File: src/rtl/bandit_pkg.sv
// Shared types and helpers for the epsilon-greedy bandit agent.
package bandit_pkg;

  typedef enum logic [2:0] {
    ST_INIT,
    ST_DECIDE,
    ST_SCAN,
    ST_PICK,
    ST_ACT,
    ST_OBSERVE
  } state_e;

  // 8-bit Fibonacci step: shift left, feedback parity of tapped bits into bit 0.
  function automatic logic [7:0] lfsr_next(input logic [7:0] state, input logic [7:0] taps);
    return {state[6:0], ^(state & taps)};
  endfunction

  function automatic bit arms_ok(input int unsigned arms);
    return (arms >= 2) && (arms <= 256) && ((arms & (arms - 1)) == 0);
  endfunction

  function automatic bit widths_ok(input int unsigned value_width, input int unsigned reward_width);
    return value_width >= reward_width;
  endfunction

  function automatic bit seed_ok(input logic [7:0] seed);
    return seed != '0;
  endfunction

endpackage

File: src/rtl/bandit_lfsr.sv
// Free-running 8-bit Fibonacci LFSR used as the exploration noise source.
module bandit_lfsr
  import bandit_pkg::*;
#(
  parameter logic [7:0] SEED = 8'hff,
  parameter logic [7:0] TAPS = 8'hb1
) (
  input  logic       clk_i,
  input  logic       rst_ni,
  output logic [7:0] state_o
);

  logic [7:0] state_q, state_d;

  assign state_d = lfsr_next(state_q, TAPS);

  always_ff @(posedge clk_i or negedge rst_ni) begin
    if (!rst_ni) state_q <= SEED;
    else         state_q <= state_d;
  end

  assign state_o = state_q;

endmodule

File: src/rtl/bandit_egreedy.sv
// Epsilon-greedy multi-armed bandit agent: Q table, argmax scan or random pick,
// constant step-size update from a signed reward.
module bandit_egreedy
  import bandit_pkg::*;
#(
  parameter int unsigned ARMS         = 16,
  parameter int unsigned REWARD_WIDTH = 8,
  parameter int unsigned VALUE_WIDTH  = 16,
  parameter int unsigned ALPHA_SHIFT  = 3,
  parameter logic [8:0]  EPSILON      = 9'd16,
  parameter int          Q_INIT       = 0,
  parameter logic [7:0]  SEED         = 8'hff,
  parameter logic [7:0]  TAPS         = 8'hb1
) (
  input  logic                           clock,
  input  logic                           reset_n,
  input  logic                           explore,
  input  logic                           clear,
  input  logic                           reward_valid,
  input  logic signed [REWARD_WIDTH-1:0] reward_data,
  output logic                           reward_ready,
  output logic                           action_valid,
  output logic [$clog2(ARMS)-1:0]        action_data,
  input  logic                           action_ready,
  output logic                           action_explore
);

  localparam int unsigned             AW   = $clog2(ARMS);
  localparam logic [AW-1:0]           LAST = AW'(ARMS - 1);
  localparam logic signed [VALUE_WIDTH-1:0] QI = VALUE_WIDTH'(Q_INIT);

  if (!arms_ok(ARMS)) begin : g_bad_arms
    $error("bandit_egreedy: ARMS must be a power of two in 2..256");
  end
  if (!widths_ok(VALUE_WIDTH, REWARD_WIDTH)) begin : g_bad_widths
    $error("bandit_egreedy: VALUE_WIDTH must be >= REWARD_WIDTH");
  end
  if (!seed_ok(SEED)) begin : g_bad_seed
    $error("bandit_egreedy: SEED must be non-zero");
  end

  state_e                         state_q, state_d;
  logic [AW-1:0]                  cnt_q, cnt_d;
  logic [AW-1:0]                  best_idx_q, best_idx_d;
  logic signed [VALUE_WIDTH-1:0]  best_val_q, best_val_d;
  logic [AW-1:0]                  action_data_q, action_data_d;
  logic                           action_explore_q, action_explore_d;
  logic                           action_valid_q, action_valid_d;
  logic                           reward_ready_q, reward_ready_d;

  logic signed [VALUE_WIDTH-1:0]  q_table_q [ARMS];
  logic                           tbl_we;
  logic [AW-1:0]                  tbl_waddr;
  logic signed [VALUE_WIDTH-1:0]  tbl_wdata;

  logic [7:0]                     lfsr;
  logic [AW-1:0]                  pick_idx;
  logic signed [VALUE_WIDTH-1:0]  rd_val;
  logic                           scan_take;
  logic signed [VALUE_WIDTH:0]    r_ext, q_ext, diff;
  logic signed [VALUE_WIDTH-1:0]  step, q_upd;

  bandit_lfsr #(
    .SEED (SEED),
    .TAPS (TAPS)
  ) u_lfsr (
    .clk_i   (clock),
    .rst_ni  (reset_n),
    .state_o (lfsr)
  );

  assign pick_idx  = lfsr[AW-1:0];
  assign rd_val    = q_table_q[cnt_q];
  assign scan_take = (cnt_q == '0) || (rd_val > best_val_q);

  // best_val_q carries the chosen arm's Q from SCAN/PICK into OBSERVE.
  // Q stays between old Q and r, so truncating the step to VALUE_WIDTH is exact.
  assign r_ext = {{(VALUE_WIDTH + 1 - REWARD_WIDTH){reward_data[REWARD_WIDTH-1]}}, reward_data};
  assign q_ext = {best_val_q[VALUE_WIDTH-1], best_val_q};
  assign diff  = r_ext - q_ext;
  assign step  = VALUE_WIDTH'(diff >>> ALPHA_SHIFT);
  assign q_upd = best_val_q + step;

  always_comb begin
    state_d          = state_q;
    cnt_d            = cnt_q;
    best_idx_d       = best_idx_q;
    best_val_d       = best_val_q;
    action_data_d    = action_data_q;
    action_explore_d = action_explore_q;
    tbl_we           = 1'b0;
    tbl_waddr        = cnt_q;
    tbl_wdata        = QI;

    unique case (state_q)
      ST_INIT: begin
        tbl_we    = 1'b1;
        tbl_waddr = cnt_q;
        tbl_wdata = QI;
        cnt_d     = cnt_q + 1'b1;
        if (cnt_q == LAST) begin
          cnt_d   = '0;
          state_d = ST_DECIDE;
        end
      end
      ST_DECIDE: begin
        cnt_d = '0;
        if (explore && ({1'b0, lfsr} < EPSILON)) state_d = ST_PICK;
        else                                      state_d = ST_SCAN;
      end
      ST_PICK: begin
        action_data_d    = pick_idx;
        best_val_d       = q_table_q[pick_idx];
        action_explore_d = 1'b1;
        state_d          = ST_ACT;
      end
      ST_SCAN: begin
        if (scan_take) begin
          best_idx_d = cnt_q;
          best_val_d = rd_val;
        end
        cnt_d = cnt_q + 1'b1;
        if (cnt_q == LAST) begin
          cnt_d            = '0;
          action_data_d    = scan_take ? cnt_q : best_idx_q;
          action_explore_d = 1'b0;
          state_d          = ST_ACT;
        end
      end
      ST_ACT: begin
        if (action_ready) state_d = ST_OBSERVE;
      end
      ST_OBSERVE: begin
        if (reward_valid) begin
          tbl_we    = 1'b1;
          tbl_waddr = action_data_q;
          tbl_wdata = q_upd;
          state_d   = ST_DECIDE;
        end
      end
      default: state_d = ST_INIT;
    endcase

    // Clear wins over any handshake in the same cycle and suppresses its write.
    if (clear && (state_q != ST_INIT)) begin
      state_d = ST_INIT;
      cnt_d   = '0;
      tbl_we  = 1'b0;
    end

    action_valid_d = (state_d == ST_ACT);
    reward_ready_d = (state_d == ST_OBSERVE);
  end

  always_ff @(posedge clock or negedge reset_n) begin
    if (!reset_n) begin
      state_q          <= ST_INIT;
      cnt_q            <= '0;
      best_idx_q       <= '0;
      best_val_q       <= '0;
      action_data_q    <= '0;
      action_explore_q <= 1'b0;
      action_valid_q   <= 1'b0;
      reward_ready_q   <= 1'b0;
    end else begin
      state_q          <= state_d;
      cnt_q            <= cnt_d;
      best_idx_q       <= best_idx_d;
      best_val_q       <= best_val_d;
      action_data_q    <= action_data_d;
      action_explore_q <= action_explore_d;
      action_valid_q   <= action_valid_d;
      reward_ready_q   <= reward_ready_d;
    end
  end

  always_ff @(posedge clock) begin
    if (tbl_we) q_table_q[tbl_waddr] <= tbl_wdata;
  end

  assign action_valid   = action_valid_q;
  assign reward_ready   = reward_ready_q;
  assign action_data    = action_data_q;
  assign action_explore = action_explore_q;

endmodule

File: config.mk
export PLATFORM = sky130hd
export DESIGN_NAME = bandit_egreedy
export DESIGN_NICKNAME = d
export VERILOG_FILES = /design/src/rtl/bandit_pkg.sv /design/src/rtl/bandit_lfsr.sv /design/src/rtl/bandit_egreedy.sv
export SDC_FILE = /design/constraint.sdc
export NUM_CORES = 1
export LEC_CHECK = 0
export CORE_ASPECT_RATIO = 0.8
export CORE_MARGIN = 1
export CORE_UTILIZATION = 42
export CTS_BUF_LIST = sky130_fd_sc_hd__clkbuf_16
export DETAILED_ROUTE_END_ITERATION = 7
export GPL_TIMING_DRIVEN = 0
export HOLD_SLACK_MARGIN = 0.06
export PLACE_DENSITY = 0.54
export SETUP_SLACK_MARGIN = 0.15
export SKIP_LAST_GASP = 1
export SYNTH_ARGS = -nofsm -noshare
export SYNTH_HDL_FRONTEND = slang
export SYNTH_SLANG_ARGS = --single-unit
export TNS_END_PERCENT = 5
File: constraint.sdc
create_clock -name clock -period 5.85 [get_ports clock]
set_clock_uncertainty 0.15 [all_clocks]
set_input_delay 1.17 -clock clock [delete_from_list [all_inputs] [get_ports clock]]
set_output_delay 1.17 -clock clock [all_outputs]
set_load 0.01 [all_outputs]
# Word level (Yosys, flattened, before mapping)
# Memories as Yosys holds them, arrays and structs flattened.
# Index checks and enable logic that the tools add are counted.
# Widths: inputs -> output; s select.
[classes]
add_sub_neg = 3
mul = 0
n_div = 0
order_cmp = 2
eq_ne = 10
n_shift = 0
muxes = 26
bitwise = 0
n_reduce_logical = 12
[op_table]
columns = ["op", "n"]
rows = [
  ["$mux 16", 3],
  ["$pmux 16 s2", 1],
  ["$mux 4", 6],
  ["$pmux 3 s6", 1],
  ["$sub 8x16->17", 1],
  ["$add 16x14->16", 1],
  ["$gt 16x16->1", 1],
  ["$pmux 4 s2", 2],
  ["$mux 3", 5],
  ["$eq 3x3->1 const B", 4],
  ["$lt 8x5->1 const B", 1],
  ["$reduce_xor 8->1", 1],
  ["$eq 3x2->1 const B", 2],
  ["$mux 1", 6],
  ["$reduce_bool 3->1", 2],
  ["$add 4x1->4 const B", 1],
  ["$eq 4x4->1 const B", 1],
  ["$logic_not 4->1", 1],
  ["$ne 2x2->1 const B", 2],
  ["$pmux 1 s2", 2],
  ["$reduce_and 2->1", 2],
  ["$eq 3x1->1 const B", 1],
  ["$logic_not 3->1", 1],
  ["$logic_and 1x1->1", 2],
  ["3 further kinds", 3],
]
[totals]
reg_bits = 42
latch_bits = 0
ramBits = 256
romBits = 0
word_cells = 63
mem_count = 1
[memory_table]
columns = ["name", "words", "word_bits", "read_ports", "rd_clocked_by_memory_dff", "write_ports", "line", "source"]
rows = [
  ["q_table_q", 16, 16, 2, 0, 1, "bandit_egreedy.sv:51", "logic signed [VALUE_WIDTH-1:0] q_table_q [ARMS];"],
]

# Logic depth before layout (Yosys ltp)
[depth]
ltp_word = 6
mapped_depth = 17
depth_no_buf = 17

# Modules after synthesis
# A second synthesis with hierarchy kept.
[unflattened]
cells_unflattened = 927
area_unflattened_um2 = 15323.4
[by_module_without_submodules]
columns = ["module", "n_inst", "cells_each", "area_each_um2", "seq_area_each_um2"]
rows = [
  ["bandit_egreedy", 1, 909, 15034.4, 8538.2],
  ["bandit_lfsr", 1, 18, 289.0, 210.2],
]

# Worst setup path after synthesis
# No wires, ideal clock.
[synth_timing]
kind = "input-to-reg"
from = "input port reward_data[2]"
to = "memory q_table_q[0][14], data pin"
arrival_ps = 5014
slack_ps = 350
path_stages = 16
path_buffers = 0
cell_sequence = "ha_1 -> a21oi_1 -> o21ai_0 -> a21o_1 -> a2111oi_0 -> o21bai_1 -> a21oi_1 -> xnor2_1 -> ha_1 -> a21o_1 -> a21o_1 -> a21o_1 -> a21o_1 -> a21o_1 -> o21ai_0 -> nor3b_1"
[synth_via]
elab_chain_len = 4
[synth_lines]
columns = ["item", "line", "source"]
rows = [
  ["start, declared", "bandit_egreedy.sv:20", "input logic signed [REWARD_WIDTH-1:0] reward_data,"],
  ["$sub 8x16->17", "bandit_egreedy.sv:80", "assign diff = r_ext - q_ext;"],
  ["$add 16x14->16", "bandit_egreedy.sv:82", "assign q_upd = best_val_q + step;"],
  ["$mux 16", "bandit_egreedy.sv:134", "if (reward_valid) begin"],
  ["$mux 16", "bandit_egreedy.sv:95", "unique case (state_q)"],
  ["named net tbl_wdata[14]", "bandit_egreedy.sv:54", "logic signed [VALUE_WIDTH-1:0] tbl_wdata;"],
  ["end, declared", "bandit_egreedy.sv:51", ""],
]
# The timed path passes the listed nets, and every way through them passes these cells.

# Final worst setup path
[layout_timing]
from = "register cnt_q[0]"
to = "register best_val_q[14]"
[layout_via]
elab_chain_len = 5
[layout_lines]
columns = ["item", "line", "source"]
rows = [
  ["start, declared", "bandit_egreedy.sv:43", "logic [AW-1:0] cnt_q, cnt_d;"],
  ["start signal, assigned", "bandit_egreedy.sv:167", "cnt_q <= cnt_d;"],
  ["$mem_v2 16x16", "-", ""],
  ["$gt 16x16->1", "bandit_egreedy.sv:74", "assign scan_take = (cnt_q == '0) || (rd_val > best_val_q);"],
  ["$logic_or 1x1->1", "bandit_egreedy.sv:74", ""],
  ["$ne 2x2->1 (no line)", "-", ""],
  ["$reduce_and 2->1 (no line)", "-", ""],
  ["end signal, assigned", "bandit_egreedy.sv:169", "best_val_q <= best_val_d;"],
  ["end, declared", "bandit_egreedy.sv:45", "logic signed [VALUE_WIDTH-1:0] best_val_q, best_val_d;"],
]
# Several ways; a longest one is shown, not always the timed one. The select of a mux whose other input is x is not followed.
# A chain may end at the register's enable or synchronous reset.

==> reports/qor.csv <==
stage,metric,value,unit
status,status,"finished, final reports clean",
global_routing,first-pass GRT wire length,65200,um
synth,Synth Instances,1035,
pwr,LEAKAGE,6.09,nW
synth,Post-Synth Simple-Gate Area,0.0681,
sta,Peak Freq,174,MHz
detailed_routing,drt initial violations,1021,
clocking,H-tree depth,1,
synth,Synth area leaders,"edfxtp_1 50%, mux4_2 19%, dfrtp_1 5.5%",
sta,slew margin rel.,0.123,
clocking,root buf cell,clkbuf_16,
clocking,clk sink count,298,
clocking,post-CTS setup buffer count,0,
sta,Final Hold Viols,0,
global_routing,initial antenna violation count,2,
detailed_routing,# DRC,0,
sta,RSZ-0062 raised after global routing,true,
synth,Cell variety after synth,55,
synth,post-synthesis adder-cell area fraction,0.0417,
synth,"area leader, netlist",edfxtp_1,
synth,Synth top area share,0.497,
cells_and_area,Finished Cell Area,17700,um^2
placed_design,RePlAce Congestion,0.871,
cells_and_area,Syn-to-layout area delta,14.5,%
cells_and_area,Post-Layout Cell Count,1617,
sta,Final period util,0.982,
placed_design,placed cell count,1558,
clocking,clock latency on the worst-skew pair,590,ps
floorplanning,Die W,217,um
worst_setup_path,CP Max Fanout,10,
floorplanning,Top Ports,21,
sta,Final Slew Violations,0,
sta,setup violators final,0,
sta,minimum clock period,5740,ps
worst_setup_path,max incr delay on CP,560,ps
pwr,pwr/cell area,530,nW/um^2
synth,Compound-Gate Fraction of Synth Area,0.0680,
synth,post-synthesis async set-or-reset flop share,0.141,
sta,setup ws final,108,ps
worst_setup_path,worst endpoint required time,6200,ps
synth,mapped cell area,15500,um^2
synth,syn nets,1100,
clocking,CTS tree,yes,
synth,synthesized flop and latch total,298,
cells_and_area,nets,1177,
floorplanning,Die Ht,174,um
clocking,"Reg clk slew, reported paths",70,ps
global_routing,total congestion overflow,0,
synth,mux contribution to synthesized area,0.222,
synth,sequential share of the synthesized area,0.565,
detailed_routing,routed len/inst,27.6,um
placed_design,placement-stage cell area,16700,um^2
pwr,worst vdd ir,266,uV
placed_design,pre-CTS setup slack,-453,ps
placed_design,number of buffers added on ports,19,
synth,ys flop type,edfxtp_1,
clocking,buffer levels on the longest clock path,3,
worst_setup_path,"delay-heaviest family, CP",buffers and inverters,
cells_and_area,# fillers,3073,
synth,largest family of logic cells by synthesized area,multiplexers,
worst_setup_path,WP data arrival,6090,ps
sta,Worst-Margin Slew,1310,ps
synth,number of synthesized flops with an enable pin,256,
detailed_routing,vias per cell,6.08,
detailed_routing,vias after detailed routing,9830,
detailed_routing,post-route antenna net violation count,0,
worst_setup_path,"Slowest-stage cell, CP",mux4_2,
global_routing,maximum number of pins on one net before global-route repair,37,
min_path,Hold Crit Class,flip-flop to flip-flop,
global_routing,global router's overall resource usage,0.243,
flow_run,MaxCap Viol Count,0,
synth,synth warn,0,
floorplanning,row count,62,
synth,"Avg Cell Area, Syn",15.0,um^2
worst_setup_path,CP dominant cell by count,buf_6,
cells_and_area,share of cells above drive strength 1,0.223,
worst_setup_path,internal reg-to-reg setup slack,110,ps
worst_setup_path,critical path class,flip-flop to flip-flop,
placed_design,dpl hpwl,32500,um
worst_setup_path,Setup crit end kind,flip-flop,
floorplanning,initial core utilization,0.429,
clocking,CTS Buf Count,31,
worst_setup_path,Setup crit start kind,flip-flop,
floorplanning,Core Footprint,36100,um^2
synth,synth cell count leaders,"256 x edfxtp_1, 128 x mux4_2, 94 x nand2_1, 51 x mux2i_1, 50 x ha_1",
worst_setup_path,CP bufs+invs,4,
synth,most frequent cell after synthesis,edfxtp_1,
detailed_routing,DRT Pass-1 Iters,5,
detailed_routing,Routed Wire Length,44600,um
global_routing,vias in the first global route,9800,
floorplanning,DIE AREA,37600,um^2
synth,xor/xnor share of the synthesized area,0.0108,
worst_setup_path,CP cell instances,clkbuf_1 > buf_2 > mux4_2 > nand2_1 > and3_1 > a31oi_1 > ha_1 > nand4_1 > nor4_1 > a21boi_0 > nor3_1 > o211a_1 > buf_6 > o31ai_4 > buf_6 > mux2i_1,
sequential cells by signal, summed over array words and instances, names as in the netlist:
register	flops
action_data	4
action_explore	1
action_valid	1
best_idx_q	4
best_val_q	16
cnt_q	4
q_table_q	256
reward_ready	1
state_q	3
u_lfsr.state_o	8
cell type report:
type / instances / area [um^2] / share of cell area
Sequential cell: 298 / 8750 / 0.494
Multi-Input combinational cell: 646 / 6440 / 0.363
Clock buffer: 31 / 776 / 0.0438
Tap cell: 480 / 601 / 0.0339
Timing Repair Buffer: 44 / 524 / 0.0296
Clock inverter: 26 / 256 / 0.0145
Buffer: 59 / 256 / 0.0145
Inverter: 32 / 120 / 0.00678
Antenna cell: 1 / 2.50 / 0.000141
logic make-up after synthesis:
family                   after synthesis
AND/OR/NAND/NOR                      229
XOR/XNOR                              19
adder cells (fa/ha/maj)               51
buffers and inverters                 91
multiplexers                         183
AO/OA/AOI/OAI                        164
flip-flops                           298
what timing repair did:
action                                  CTS  global route
hold buffers                              0             0
hold endpoints to repair                  0             0
endpoints found under the setup margin   24            87
resized for setup                         4             1
layout by cell type, fill, tap and decap left out, types with 31 or more instances in the layout:
master     instances
a21oi_1           46
clkbuf_1          37
clkbuf_16         31
dfrtp_1           34
edfxtp_1         256
ha_1              50
inv_1             35
mux2i_1           50
mux4_2           128
nand2_1           94
nor2_1            31
layer usage:
metal | track usage | share of wire | vias up
met5 | 0 | 0.00025 | -
met2 | 0.370 | 0.45 | 398
li1 | - | - | 4304
met1 | 0.346 | 0.43 | 5069
met3 | 0.0677 | 0.099 | 57
met4 | 0.0528 | 0.020 | 2
report_power, final:
part           switching, mW  internal (mW)
sequential             0.204           2.76
clock                  0.845           1.18
combinational           2.60           1.80
final timing paths:
kind,startpoint,end,depth (start not counted)
max,cnt_q[0],best_val_q[14],16
min,u_lfsr.state_o[5],u_lfsr.state_o[6],0
max reg2reg,cnt_q[0],best_val_q[14],16
min reg2reg,u_lfsr.state_o[5],u_lfsr.state_o[6],0
max in group asynchronous,reset_n,u_lfsr.state_o[6],2
min in group asynchronous,reset_n,u_lfsr.state_o[0],1
stage by stage:
stage	hold slack, ps	total power [mW]	TNS [ps]	utilization
floorplan	203	5.96	0	-
global placement	205	7.20	-89470	0.451
detailed placement	206	7.35	-20100	0.462
CTS	215	9.39	0	0.491
global route	221	9.93	-887	0.491
finish	213	9.39	0	0.491
No activity file was read; power rests on OpenSTA's default activity.
